## config.mk

```make
export PLATFORM = sky130hd
export DESIGN_NAME = wb_master_ctrl_flat
export DESIGN_NICKNAME = d
export VERILOG_FILES = /design/src/rtl/wb_pkg.sv /design/src/rtl/wb_master_ctrl_if.sv /design/src/rtl/wb_watchdog.sv /design/src/rtl/wb_master_ctrl.sv /design/src/flat_wrapper.sv
export SDC_FILE = /design/constraint.sdc
export NUM_CORES = 1
export LEC_CHECK = 0
export CAP_MARGIN = 20
export CORE_ASPECT_RATIO = 2
export CORE_UTILIZATION = 40
export DETAILED_ROUTE_END_ITERATION = 7
export GPL_ROUTABILITY_DRIVEN = 0
export HOLD_SLACK_MARGIN = 0.02
export PLACE_DENSITY = 0.8
export SKIP_CTS_REPAIR_TIMING = 1
export SLEW_MARGIN = 20
export SYNTH_ARGS = -nofsm -noshare
export SYNTH_HDL_FRONTEND = slang
export SYNTH_SLANG_ARGS = --single-unit
```

## constraint.sdc

```tcl
create_clock -name clk_i -period 1.9 [get_ports clk_i]
set_input_delay 0.38 -clock clk_i [delete_from_list [all_inputs] [get_ports clk_i]]
set_output_delay 0.38 -clock clk_i [all_outputs]
set_load 0.01 [all_outputs]
```

## src/rtl/wb_pkg.sv

```systemverilog
// Shared types and width defaults for the wb_master_ctrl slice.
package wb_pkg;

    localparam int unsigned DEF_ADDR_WIDTH = 32;
    localparam int unsigned DEF_DATA_WIDTH = 32;

    typedef enum logic [1:0] {
        ST_IDLE,
        ST_REQ,
        ST_WAIT,
        ST_RESP
    } wb_state_e;

    typedef struct packed {
        logic [DEF_DATA_WIDTH-1:0] dat;
        logic                      err;
        logic                      timeout;
    } wb_rsp_t;

endpackage

```

## src/rtl/wb_master_ctrl_if.sv

```systemverilog
// Command, response and Wishbone signal bundle; master = controller side, slave = environment side.
interface wb_master_ctrl_if #(
    parameter int unsigned ADDR_WIDTH = wb_pkg::DEF_ADDR_WIDTH,
    parameter int unsigned DATA_WIDTH = wb_pkg::DEF_DATA_WIDTH,
    parameter int unsigned SEL_WIDTH  = DATA_WIDTH / 8
);

    logic                  cmd_valid_i;
    logic                  cmd_ready_o;
    logic                  cmd_we_i;
    logic [ADDR_WIDTH-1:0] cmd_adr_i;
    logic [DATA_WIDTH-1:0] cmd_dat_i;
    logic [SEL_WIDTH-1:0]  cmd_sel_i;

    logic                  rsp_valid_o;
    logic                  rsp_ready_i;
    logic [DATA_WIDTH-1:0] rsp_dat_o;
    logic                  rsp_err_o;
    logic                  rsp_timeout_o;

    logic                  cyc_o;
    logic                  stb_o;
    logic                  we_o;
    logic [ADDR_WIDTH-1:0] adr_o;
    logic [DATA_WIDTH-1:0] dat_o;
    logic [SEL_WIDTH-1:0]  sel_o;
    logic [DATA_WIDTH-1:0] dat_i;
    logic                  ack_i;
    logic                  err_i;
    logic                  stall_i;

    modport master (
        input  cmd_valid_i, cmd_we_i, cmd_adr_i, cmd_dat_i, cmd_sel_i, rsp_ready_i,
        input  dat_i, ack_i, err_i, stall_i,
        output cmd_ready_o, rsp_valid_o, rsp_dat_o, rsp_err_o, rsp_timeout_o,
        output cyc_o, stb_o, we_o, adr_o, dat_o, sel_o
    );

    modport slave (
        output cmd_valid_i, cmd_we_i, cmd_adr_i, cmd_dat_i, cmd_sel_i, rsp_ready_i,
        output dat_i, ack_i, err_i, stall_i,
        input  cmd_ready_o, rsp_valid_o, rsp_dat_o, rsp_err_o, rsp_timeout_o,
        input  cyc_o, stb_o, we_o, adr_o, dat_o, sel_o
    );

endinterface

```

## src/rtl/wb_watchdog.sv

```systemverilog
// Saturating ack-wait counter; expired flags the last permitted cycle while enabled.
module wb_watchdog #(
    parameter int unsigned TIMEOUT_CYCLES = 16
) (
    input  logic clk_i,
    input  logic rst_i,
    input  logic clear,
    input  logic enable,
    output logic expired
);

    localparam int unsigned CW = $clog2(TIMEOUT_CYCLES) + 1;
    localparam logic [CW-1:0] LAST = CW'(TIMEOUT_CYCLES - 1);

    logic [CW-1:0] count;

    always_ff @(posedge clk_i or negedge rst_i) begin
        if (!rst_i) begin
            count <= '0;
        end else if (clear) begin
            count <= '0;
        end else if (enable && (count != LAST)) begin
            count <= count + CW'(1);
        end
    end

    assign expired = enable && (count == LAST);

endmodule

```

## src/rtl/wb_master_ctrl.sv

```systemverilog
// Single-outstanding Wishbone master: command in, one bus cycle, one response out.
// Optional ack timeout enabled by defining WB_MASTER_TIMEOUT_EN.
module wb_master_ctrl
    import wb_pkg::*;
#(
    parameter int unsigned ADDR_WIDTH     = DEF_ADDR_WIDTH,
    parameter int unsigned DATA_WIDTH     = DEF_DATA_WIDTH,
    parameter int unsigned SEL_WIDTH      = DATA_WIDTH / 8,
    parameter int unsigned TIMEOUT_CYCLES = 16
) (
    input  logic             clk_i,
    input  logic             rst_i,
    wb_master_ctrl_if.master bus
);

    wb_state_e             state;
    logic                  cmd_ready_q;
    logic                  rsp_valid_q;
    logic                  cyc_q;
    logic                  stb_q;
    logic                  we_q;
    logic [ADDR_WIDTH-1:0] adr_q;
    logic [DATA_WIDTH-1:0] dat_q;
    logic [SEL_WIDTH-1:0]  sel_q;
    wb_rsp_t               rsp_q;

    logic accept;
    logic bus_done;
    logic wd_expired;

    assign accept = (state == ST_IDLE) && bus.cmd_valid_i && cmd_ready_q;
    // A stalled strobe has not been taken by the slave, so ack/err only count once it is accepted.
    assign bus_done = (bus.ack_i || bus.err_i) &&
                      ((state == ST_WAIT) || ((state == ST_REQ) && !bus.stall_i));

`ifdef WB_MASTER_TIMEOUT_EN
    logic busy;
    assign busy = (state == ST_REQ) || (state == ST_WAIT);

    wb_watchdog #(
        .TIMEOUT_CYCLES(TIMEOUT_CYCLES)
    ) u_watchdog (
        .clk_i  (clk_i),
        .rst_i  (rst_i),
        .clear  (accept),
        .enable (busy),
        .expired(wd_expired)
    );
`else
    assign wd_expired = 1'b0;
`endif

    always_ff @(posedge clk_i or negedge rst_i) begin
        if (!rst_i) begin
            state       <= ST_IDLE;
            cmd_ready_q <= 1'b0;
            rsp_valid_q <= 1'b0;
            cyc_q       <= 1'b0;
            stb_q       <= 1'b0;
            we_q        <= 1'b0;
            adr_q       <= '0;
            dat_q       <= '0;
            sel_q       <= '0;
            rsp_q       <= '0;
        end else begin
            unique case (state)
                ST_IDLE: begin
                    cmd_ready_q <= 1'b1;
                    if (accept) begin
                        state       <= ST_REQ;
                        cmd_ready_q <= 1'b0;
                        cyc_q       <= 1'b1;
                        stb_q       <= 1'b1;
                        we_q        <= bus.cmd_we_i;
                        adr_q       <= bus.cmd_adr_i;
                        dat_q       <= bus.cmd_dat_i;
                        sel_q       <= bus.cmd_sel_i;
                    end
                end
                ST_REQ, ST_WAIT: begin
                    if (bus_done) begin
                        state         <= ST_RESP;
                        cyc_q         <= 1'b0;
                        stb_q         <= 1'b0;
                        rsp_valid_q   <= 1'b1;
                        rsp_q.err     <= bus.err_i;
                        rsp_q.timeout <= 1'b0;
                        rsp_q.dat     <= (we_q || bus.err_i) ? '0 : bus.dat_i;
                    end else if (wd_expired) begin
                        state         <= ST_RESP;
                        cyc_q         <= 1'b0;
                        stb_q         <= 1'b0;
                        rsp_valid_q   <= 1'b1;
                        rsp_q.err     <= 1'b0;
                        rsp_q.timeout <= 1'b1;
                        rsp_q.dat     <= '0;
                    end else if ((state == ST_REQ) && !bus.stall_i) begin
                        state <= ST_WAIT;
                        stb_q <= 1'b0;
                    end
                end
                ST_RESP: begin
                    if (bus.rsp_ready_i) begin
                        state       <= ST_IDLE;
                        rsp_valid_q <= 1'b0;
                        cmd_ready_q <= 1'b1;
                    end
                end
                default: state <= ST_IDLE;
            endcase
        end
    end

    assign bus.cmd_ready_o   = cmd_ready_q;
    assign bus.rsp_valid_o   = rsp_valid_q;
    assign bus.rsp_dat_o     = rsp_q.dat;
    assign bus.rsp_err_o     = rsp_q.err;
    assign bus.rsp_timeout_o = rsp_q.timeout;
    assign bus.cyc_o         = cyc_q;
    assign bus.stb_o         = stb_q;
    assign bus.we_o          = we_q;
    assign bus.adr_o         = adr_q;
    assign bus.dat_o         = dat_q;
    assign bus.sel_o         = sel_q;

endmodule

```

## src/flat_wrapper.sv

```systemverilog
// flat-port wrapper written by rule: the top's interface ports become plain ports
module wb_master_ctrl_flat import wb_pkg::*;
#(
    parameter int unsigned ADDR_WIDTH     = DEF_ADDR_WIDTH,
    parameter int unsigned DATA_WIDTH     = DEF_DATA_WIDTH,
    parameter int unsigned SEL_WIDTH      = DATA_WIDTH / 8,
    parameter int unsigned TIMEOUT_CYCLES = 16
)
  (clk_i, rst_i, bus_cmd_valid_i, bus_cmd_we_i, bus_cmd_adr_i, bus_cmd_dat_i, bus_cmd_sel_i, bus_rsp_ready_i, bus_dat_i, bus_ack_i, bus_err_i, bus_stall_i, bus_cmd_ready_o, bus_rsp_valid_o, bus_rsp_dat_o, bus_rsp_err_o, bus_rsp_timeout_o, bus_cyc_o, bus_stb_o, bus_we_o, bus_adr_o, bus_dat_o, bus_sel_o);
  wb_master_ctrl_if #(.ADDR_WIDTH(ADDR_WIDTH), .DATA_WIDTH(DATA_WIDTH), .SEL_WIDTH(SEL_WIDTH)) bus_i ();
  input  logic clk_i;
  input  logic rst_i;
  input wire logic [$bits(bus_i.cmd_valid_i)-1:0] bus_cmd_valid_i;
  input wire logic [$bits(bus_i.cmd_we_i)-1:0] bus_cmd_we_i;
  input wire logic [$bits(bus_i.cmd_adr_i)-1:0] bus_cmd_adr_i;
  input wire logic [$bits(bus_i.cmd_dat_i)-1:0] bus_cmd_dat_i;
  input wire logic [$bits(bus_i.cmd_sel_i)-1:0] bus_cmd_sel_i;
  input wire logic [$bits(bus_i.rsp_ready_i)-1:0] bus_rsp_ready_i;
  input wire logic [$bits(bus_i.dat_i)-1:0] bus_dat_i;
  input wire logic [$bits(bus_i.ack_i)-1:0] bus_ack_i;
  input wire logic [$bits(bus_i.err_i)-1:0] bus_err_i;
  input wire logic [$bits(bus_i.stall_i)-1:0] bus_stall_i;
  output wire logic [$bits(bus_i.cmd_ready_o)-1:0] bus_cmd_ready_o;
  output wire logic [$bits(bus_i.rsp_valid_o)-1:0] bus_rsp_valid_o;
  output wire logic [$bits(bus_i.rsp_dat_o)-1:0] bus_rsp_dat_o;
  output wire logic [$bits(bus_i.rsp_err_o)-1:0] bus_rsp_err_o;
  output wire logic [$bits(bus_i.rsp_timeout_o)-1:0] bus_rsp_timeout_o;
  output wire logic [$bits(bus_i.cyc_o)-1:0] bus_cyc_o;
  output wire logic [$bits(bus_i.stb_o)-1:0] bus_stb_o;
  output wire logic [$bits(bus_i.we_o)-1:0] bus_we_o;
  output wire logic [$bits(bus_i.adr_o)-1:0] bus_adr_o;
  output wire logic [$bits(bus_i.dat_o)-1:0] bus_dat_o;
  output wire logic [$bits(bus_i.sel_o)-1:0] bus_sel_o;
  assign bus_i.cmd_valid_i = bus_cmd_valid_i;
  assign bus_i.cmd_we_i = bus_cmd_we_i;
  assign bus_i.cmd_adr_i = bus_cmd_adr_i;
  assign bus_i.cmd_dat_i = bus_cmd_dat_i;
  assign bus_i.cmd_sel_i = bus_cmd_sel_i;
  assign bus_i.rsp_ready_i = bus_rsp_ready_i;
  assign bus_i.dat_i = bus_dat_i;
  assign bus_i.ack_i = bus_ack_i;
  assign bus_i.err_i = bus_err_i;
  assign bus_i.stall_i = bus_stall_i;
  assign bus_cmd_ready_o = bus_i.cmd_ready_o;
  assign bus_rsp_valid_o = bus_i.rsp_valid_o;
  assign bus_rsp_dat_o = bus_i.rsp_dat_o;
  assign bus_rsp_err_o = bus_i.rsp_err_o;
  assign bus_rsp_timeout_o = bus_i.rsp_timeout_o;
  assign bus_cyc_o = bus_i.cyc_o;
  assign bus_stb_o = bus_i.stb_o;
  assign bus_we_o = bus_i.we_o;
  assign bus_adr_o = bus_i.adr_o;
  assign bus_dat_o = bus_i.dat_o;
  assign bus_sel_o = bus_i.sel_o;
  wb_master_ctrl #(.ADDR_WIDTH(ADDR_WIDTH), .DATA_WIDTH(DATA_WIDTH), .SEL_WIDTH(SEL_WIDTH), .TIMEOUT_CYCLES(TIMEOUT_CYCLES)) u_core (.clk_i(clk_i), .rst_i(rst_i), .bus(bus_i));
endmodule
```

* Word level (Yosys, flattened, before mapping)
Cells that the tools add are included.
** Word-level totals
- Logic and storage cells :: 56
- Register bits :: 108
- Input port bits :: 108
- Output and inout bits :: 107
** Operators by class
- Reductions and logical operators :: 20
- Eq/ne operators :: 7
- Multiplexer cells :: 18
** Operator list (number)
- $mux W32 :: 1
- $reduce_and A3 Y1 :: 4
- $mux W1 :: 8
- $mux W2 :: 4
- $pmux W1 S2 :: 4
- $pmux W2 S3 :: 1
- $reduce_and A2 Y1 :: 3
- $reduce_bool A2 Y1 :: 3
- $eq A2 B2 Y1 const B :: 2
- $logic_and A1 B1 Y1 :: 4
- $ne A2 B1 Y1 const B :: 2
- $logic_or A1 B1 Y1 :: 3
- $ne A3 B1 Y1 const B :: 1
- $eq A2 B1 Y1 const B :: 1
- $logic_not A2 Y1 :: 1
- $ne A2 B2 Y1 const B :: 1
- $reduce_or A2 Y1 :: 1
- $logic_not A1 Y1 :: 1

* Longest topological paths before layout
Gate-level depths: netlist of the first run.
- Depth after elaboration :: 6
- Mapped depth :: 8
- Gate-level depth less buffers :: 6

* Worst setup path before layout of the first run
Ideal clock, no wire load.
- Path kind :: flip-flop to flip-flop
- From :: register u_core.state[0]
- To :: register u_core.state[0]
- Setup time :: 125 ps
- Clock period less this slack :: 1644 ps
- Cell stages (with the launch flop) :: 6
- Data arrival time :: 1519 ps
- Path buffers :: 0
- Slack :: 256 ps
- Required time :: 1775 ps
- Cell sequence :: dfrtp_1 -> inv_1 -> ha_1 -> and3b_1 -> nor3_4 -> mux2_4
** Between the ends
- Word-level cells in the longest chain between the ends :: 6
- Elaborated cells between the ends (all ways) :: 16
- Those cells by class :: eq/ne (6); mux (2); reduce/logical (8)
** RTL lines
- from (decl) :: RTL line wb_master_ctrl.sv:16 : wb_state_e state;
- from (signal assigned) :: RTL line wb_master_ctrl.sv:55 : state <= ST_IDLE;
- from (signal assigned) :: RTL line wb_master_ctrl.sv:70 : state <= ST_REQ;
- from (signal assigned) :: RTL line wb_master_ctrl.sv:82 : state <= ST_RESP;
- $eq A2 B1 Y1 :: RTL line wb_master_ctrl.sv:34, wb_master_ctrl.sv:66, wb_master_ctrl.sv:97
- $logic_and A1 B1 Y1 :: RTL line wb_master_ctrl.sv:34, wb_master_ctrl.sv:97
- $logic_or A1 B1 Y1 :: RTL line wb_master_ctrl.sv:34 : ((state == ST_WAIT) || ((state == ST_REQ) && !bus.stall_i));
- $logic_and A1 B1 Y1 :: RTL line wb_master_ctrl.sv:33 : assign bus_done = (bus.ack_i || bus.err_i) &&
- $ne A3 B1 Y1 (no source line) or $mux W2 (tied branches)
- $reduce_and A3 Y1 (no source line) or $pmux W2 S3 (tied branches)
Several ways; a longest one is shown, not always the timed one.
A chain may end at the register's enable or synchronous reset.

* Worst setup path in the final report of the first run
- From :: register u_core.cmd_ready_q (netlist: u_core.bus.cmd_ready_o)
- To :: output port bus_cmd_ready_o
** RTL lines
- from (decl) :: RTL line wb_master_ctrl.sv:17 : logic cmd_ready_q;
- from (signal assigned) :: RTL line wb_master_ctrl.sv:56 : cmd_ready_q <= 1'b0;
- from (signal assigned) :: RTL line wb_master_ctrl.sv:68 : cmd_ready_q <= 1'b1;
- from (signal assigned) :: RTL line wb_master_ctrl.sv:71 : cmd_ready_q <= 1'b0;
- to (decl) :: RTL line flat_wrapper.sv:23 : output wire logic [$bits(bus_i.cmd_ready_o)-1:0] bus_cmd_ready_o;
No word-level cell between the ends.

==> results of run 1 <==
final cells by class:
cell class | instances | area [sq um] | area share (%)
sequential | 108 | 2703 | 38.99
clock inverter | 4 | 76.32 | 1.101
inverter | 2 | 7.507 | 0.1083
clock buffer | 9 | 225.2 | 3.249
multi-input combinational | 335 | 1449 | 20.90
timing repair buffer | 224 | 2300 | 33.18
tap | 137 | 171.4 | 2.473
placed cells by master, fill, tap and decap left out, drive strengths merged:
cell type,count
nand2,272
clkdlybuf4s50,212
dfrtp,108
o21ai,41
buf,12
clkbuf,9
ha,4
inv,3
nor2,3
bufinv,2
nor2b,2
mux2,2
o221ai,1
and3,1
nand3,1
and3b,1
a21boi,1
nor3,1
o32a,1
o22ai,1
o21ba,1
a31oi,1
conb,1
clkinvlp,1
registers in the layout, summed over array words and instances (netlist names):
register,cells
u_core.bus.rsp_valid_o,1
u_core.bus.adr_o,32
u_core.bus.stb_o,1
u_core.bus.sel_o,4
u_core.bus.rsp_dat_o,32
u_core.bus.dat_o,32
u_core.bus.cyc_o,1
u_core.state,2
u_core.bus.rsp_err_o,1
u_core.bus.cmd_ready_o,1
u_core.bus.we_o,1
cell families after synthesis:
logic type      Yosys count  synth area share (%)
mux                       2                0.6141
flops                   108                 63.18
buf+inv                  28                 3.422
compound gates           47                 6.084
other cells               1               0.08766
fa+ha+maj                 4                 1.170
simple gates            281                 25.45
metal layers:
layer  wire length, microns  share of wire, %  track usage (%)  up-vias
li1                       -                 -                -     1879
met2                   6280                54            37.61      150
met3                    782               6.7            6.030       27
met1                   4176                36            23.67     1802
met5                      0                 0                0        -
met4                    388               3.3            10.09        0
metrics by stage:
step / instances / instance area, sq um / power [uW] / hold slack [ns] / utilization (%)
final: 819 / 6932 / 10810 / 0.1108 / 66.16
after global routing: 819 / 6932 / 11560 / 0.1520 / 66.16
after CTS: 819 / 6932 / 10950 / 0.1303 / 66.16
after detailed placement: 806 / 6630 / 8959 / 0.4613 / 63.28
after global placement: 806 / 6630 / 8755 / 0.4567 / 63.28
after floorplan: 471 / 4278 / 6056 / 0.08441 / -
path summary, 6_finish.rpt:
check,to,start,slack (ns),cells after the start
setup / recovery,bus_cmd_ready_o,u_core.bus.cmd_ready_o,0.15,1
hold / removal,u_core.bus.sel_o[1],rst_i,0.11,2
setup reg to reg,u_core.state[0],u_core.state[1],0.19,6
hold reg to reg,u_core.bus.dat_o[23],u_core.bus.dat_o[23],0.47,2
max in group asynchronous,u_core.bus.adr_o[31],rst_i,1.39,2
min in group clk_i,u_core.bus.dat_o[23],u_core.bus.dat_o[23],0.47,2
where the power goes:
group          switching (uW)  leakage (uW)  internal, uW  total, uW
Clock                     802      0.000144          1140       1940
Combinational            2300       0.00173          2690       4990
Sequential                560       0.00138          3320       3880
Total                    3670       0.00325          7140      10800
==> flow_summary.toml, run 1 <==
[yosys]
syn_avg_cell_area_sq_um = 9.082
yosys_warnings = 0
async_flop_share_pct = 100.0
synth_common_cells = "272 x nand2_1, 108 x dfrtp_1, 39 x o21ai_0"
syn_nets = 583
yosys.area.top_type = "dfrtp_1"
synth_edf_count = 0
synthCells = 471
synth.top_cells.by_area = "dfrtp_1 63%, nand2_1 24%, o21ai_0 4.6%"
synth_ff_type = "dfrtp_1"
synth_cell_types = 26
yosysMostFrequentCell = "nand2_1"
yosysTopAreaCellShare_pct = 63.18
synth_seq_cells = 108
seq_area_frac_synth_pct = 63.18
netlist_area_sq_um = 4278

[layout]
final.fill_count = 879
final_net_count = 792
drive_gt1_share_pct = 4.985
antenna_cells = 0
area_growth_syn_to_layout_pct = 62.04

[drt]
num_vias = 3858
viasPerCell = 4.711
firstDrtPassIters = 6
wire_per_inst_microns = 14.20
drt-total-wl_mm = 11.63
drcViolationCount = 0
drt_iter0_markers = 242
final_antenna_net_count = 0

[cts]
cts_buffers = 9
cts_tree = "yes"
clk_latency_ns = 0.34
htree_num_levels = 3
cts_buffer_depth = 2
clk_pin_slew_ns = 0.07
numClockSinks = 108
cts_root_buffer = "clkbuf_16"

[global_routing]
grt.total_usage_pct = 21.70
antenna_found_initial = 0
first_global_vias = 3902
grt_max_degree = 109
grt_pass1_wl_mm = 18.26
overflow = 0

[placed_design]
place_hpwl_mm = 8.665
port_buffers = 213
dp_slack_ns = 0.0009935

[setup_path]
crit_buf_inv = 1
start_kind = "flip-flop"
path_cells = "clkdlybuf4s50_1"
crit_path_max_fanout = 6
crit_required_ns = 1.52
end_kind = "primary output"
critPathTopFamily = "buffers and inverters"
slowest_delay_ns = 0.60
cpMaxStageDelayCell = "clkdlybuf4s50_1"
crit_type = "reg2out"
crit_arrival_ns = 1.37

[sta]
post-route-period-util_pct = 92.06
worst_pin_slew_ns = 0.5553
fmax_mhz = 571.7
relSlewSlack_pct = 62.98
tns_ns = 0
setup_ws_ns = 0.1508
finalHoldViolCount = 0
min_period_ns = 1.749
rsz0062_at_grt = "no"
clock_skew_ns = 0.007933
drv_slew = 0
setup_viol = 0

[power]
peakVddDrop_v = 0.0007479
p_leak_uw = 0.003255
power_density_nw_per_um2 = 1559

[floorplanning]
coreArea_sq_um = 10480
die_h_microns = 148.3
ioPinCount = 215
start_util_pct = 40.83
fp.dieArea_sq_um = 11140
die_x_microns = 75.13
rows = 53

[run_status]
status = "finished clean"

[min_path]
hold_class = "in2async"

[job]
cap_viol_max_count = 0
No activity file was read; power rests on OpenSTA's default activity.
==> run 2, diff against run 1 <==
- CORE_UTILIZATION: 40 -> 41
- CTS_BUF_LIST: default -> sky130_fd_sc_hd__clkbuf_4
- CTS_CLUSTER_DIAMETER: default -> 100
- PLACE_DENSITY: 0.8 -> 0.82
- SLEW_MARGIN: 20 -> default
==> run 2 against run 1 <==
  * Non-clock buffer count rose by 2
  * Global-route usage increased by 1.0 points
  * Die area shrank 2.4%
  * Critical path depth unchanged
  * Largest cell class unchanged
  * Clock power fell by 46%
  * Cell count rose by 0.49%
  * Wire length increased by 1.9%
  * Clock skew increased by 0.0093 ns
  * Hold slack better by 0.15 ns
  * Sequential share of layout area increased by 1.1 points
  * Sequential power barely moved
==> flow_summary.toml, run 2 (synthesis gave the netlist of run 1 again) <==
[run_status]
status = "finished clean"

[setup_path]
slowest_delay_ns = 0.57
regToRegSetupSlack_ns = 0.16
rr_worst_depth = 6
path_cells = "clkdlybuf4s50_1"
crit_arrival_ns = 1.39
crit_required_ns = 1.52
start_kind = "flip-flop"
end_kind = "primary output"
crit_path_max_fanout = 2
crit_buf_inv = 1
timing.rr.start = "u_core.state[0]"
critPathTopFamily = "buffers and inverters"
crit_type = "reg2out"
r2r-end = "u_core.state[0]"
cpMaxStageDelayCell = "clkdlybuf4s50_1"

[power]
p_leak_uw = 0.003177
switchingPower_uw = 3607
total_power_uw = 9859
comb_power_share_pct = 50.0
p_sw_share_pct = 36.58
peakVddDrop_v = 0.0007306
power_density_nw_per_um2 = 1463
seq_power_share_pct = 39.4
internal-power_uw = 6253
clkPwrFrac_pct = 10.6

[floorplanning]
coreArea_sq_um = 10150
rows = 52
ioPinCount = 215
start_util_pct = 42.15
die_x_microns = 74.23
fp.dieArea_sq_um = 10870
die_h_microns = 146.5

[global_routing]
antenna_found_initial = 1
grt_pass1_wl_mm = 18.72
top_usage_layer = "met2"
gr-usage-met2_pct = 39.45
use_met3_pct = 5.728
grt_max_degree = 68
first_global_vias = 4006
overflow = 0
use_met1_pct = 23.42
grt.total_usage_pct = 22.70

[layout]
area_growth_syn_to_layout_pct = 57.50
stdcell_count = 823
final_net_count = 794
design_area_sq_um = 6738
final_common_cell = "nand2_1"
final.fill_count = 827
drive_gt1_share_pct = 5.677
final_cell_mix = "272 x nand2_1, 211 x clkdlybuf4s50_1, 107 x dfrtp_1"

[sta]
rsz0062_at_grt = "no"
setup_ws_ns = 0.1273
setup_viol = 0
drv_slew = 0
tns_ns = 0
clock_skew_ns = 0.01722
finalHoldViolCount = 0
fmax_mhz = 564.1
min_period_ns = 1.773
post-route-period-util_pct = 93.30

[drt]
drcViolationCount = 0
num_vias = 3869
drt_iter0_markers = 202
final_antenna_net_count = 0
drt-total-wl_mm = 11.85
wire_per_inst_microns = 14.40
firstDrtPassIters = 5
viasPerCell = 4.701

[cts]
clk_latency_ns = 0.43
cts_root_buffer = "clkbuf_4"
htree_num_levels = 3
cts_buffer_depth = 2
numClockSinks = 108
cts_buffers = 9
clk_pin_slew_ns = 0.16
cts_tree = "yes"

[placed_design]
placed_cells_incl_taps = 805
dp_slack_ns = 0.02570
port_buffers = 213
post_dp_cell_area_sq_um = 6598
place_hpwl_mm = 9.054

[job]
cap_viol_max_count = 0

[min_path]
hold_class = "in2async"
[run 2: cell count changes in the layout (fill, tap and decap cells not counted), sizes merged]
cell | previous run | this run
bufinv | 2 | 0
clkbuf | 9 | 11
clkinv | 0 | 2
buf | 12 | 13
clkdlybuf4s50 | 212 | 211
clkinvlp | 1 | 2
diode | 0 | 1
dlygate4sd3 | 0 | 1
dlymetal6s2s | 0 | 1
[run 2: power groups by stage]
| stage | clock [uW] | sequential (uW) | combinational [uW] |
|---|---|---|---|
| 6_report | 1040 | 3880 | 4930 |
| 5_1_grt | 1170 | 3990 | 5380 |
| 4_1_cts | 1090 | 3880 | 5000 |
| 3_5_place_dp | 0 | 3920 | 4990 |
| 3_3_place_gp | 0 | 3870 | 4800 |
| 2_1_floorplan | 0 | 4340 | 1720 |
[run 2: worst max path at each step]
stage,slack (ns),endpoint,from,depth (start not counted)
5_1_grt,0.02,bus_adr_o[8],u_core.bus.adr_o[8],1
3_5_place_dp,0.03,u_core.bus.rsp_dat_o[31],bus_stall_i,6
2_1_floorplan,0.26,u_core.state[0],u_core.state[0],5
3_3_place_gp,0.09,u_core.bus.rsp_dat_o[6],bus_stall_i,6
6_report,0.13,bus_adr_o[8],u_core.bus.adr_o[8],1
4_1_cts,0.007,bus_cmd_ready_o,u_core.bus.cmd_ready_o,1
[run 2: final cells by class]
type	count	area, sq um	area share (%)
Inverter	2	7.507	0.1114
Clock buffer	11	82.58	1.226
Antenna cell	1	2.502	0.03714
Sequential cell	108	2704	40.13
Tap cell	135	168.9	2.507
Clock inverter	5	37.54	0.5571
Timing Repair Buffer	226	2286	33.93
Multi-Input combinational cell	335	1449	21.50
[run 2: layer usage]
metal,vias to the layer above,share of wire [%]
met4,0,5.8
met3,43,5.3
li1,1881,-
met1,1778,35
met5,-,0
met2,167,53
[run 2: through the flow]
stage | utilization (%) | hold WS (ns)
floorplan | - | 0.08441
global placement | 65.00 | 0.1808
detailed placement | 65.00 | 0.1825
CTS | 66.19 | -0.3290
global route | 66.38 | 0.2093
finish | 66.38 | 0.2593
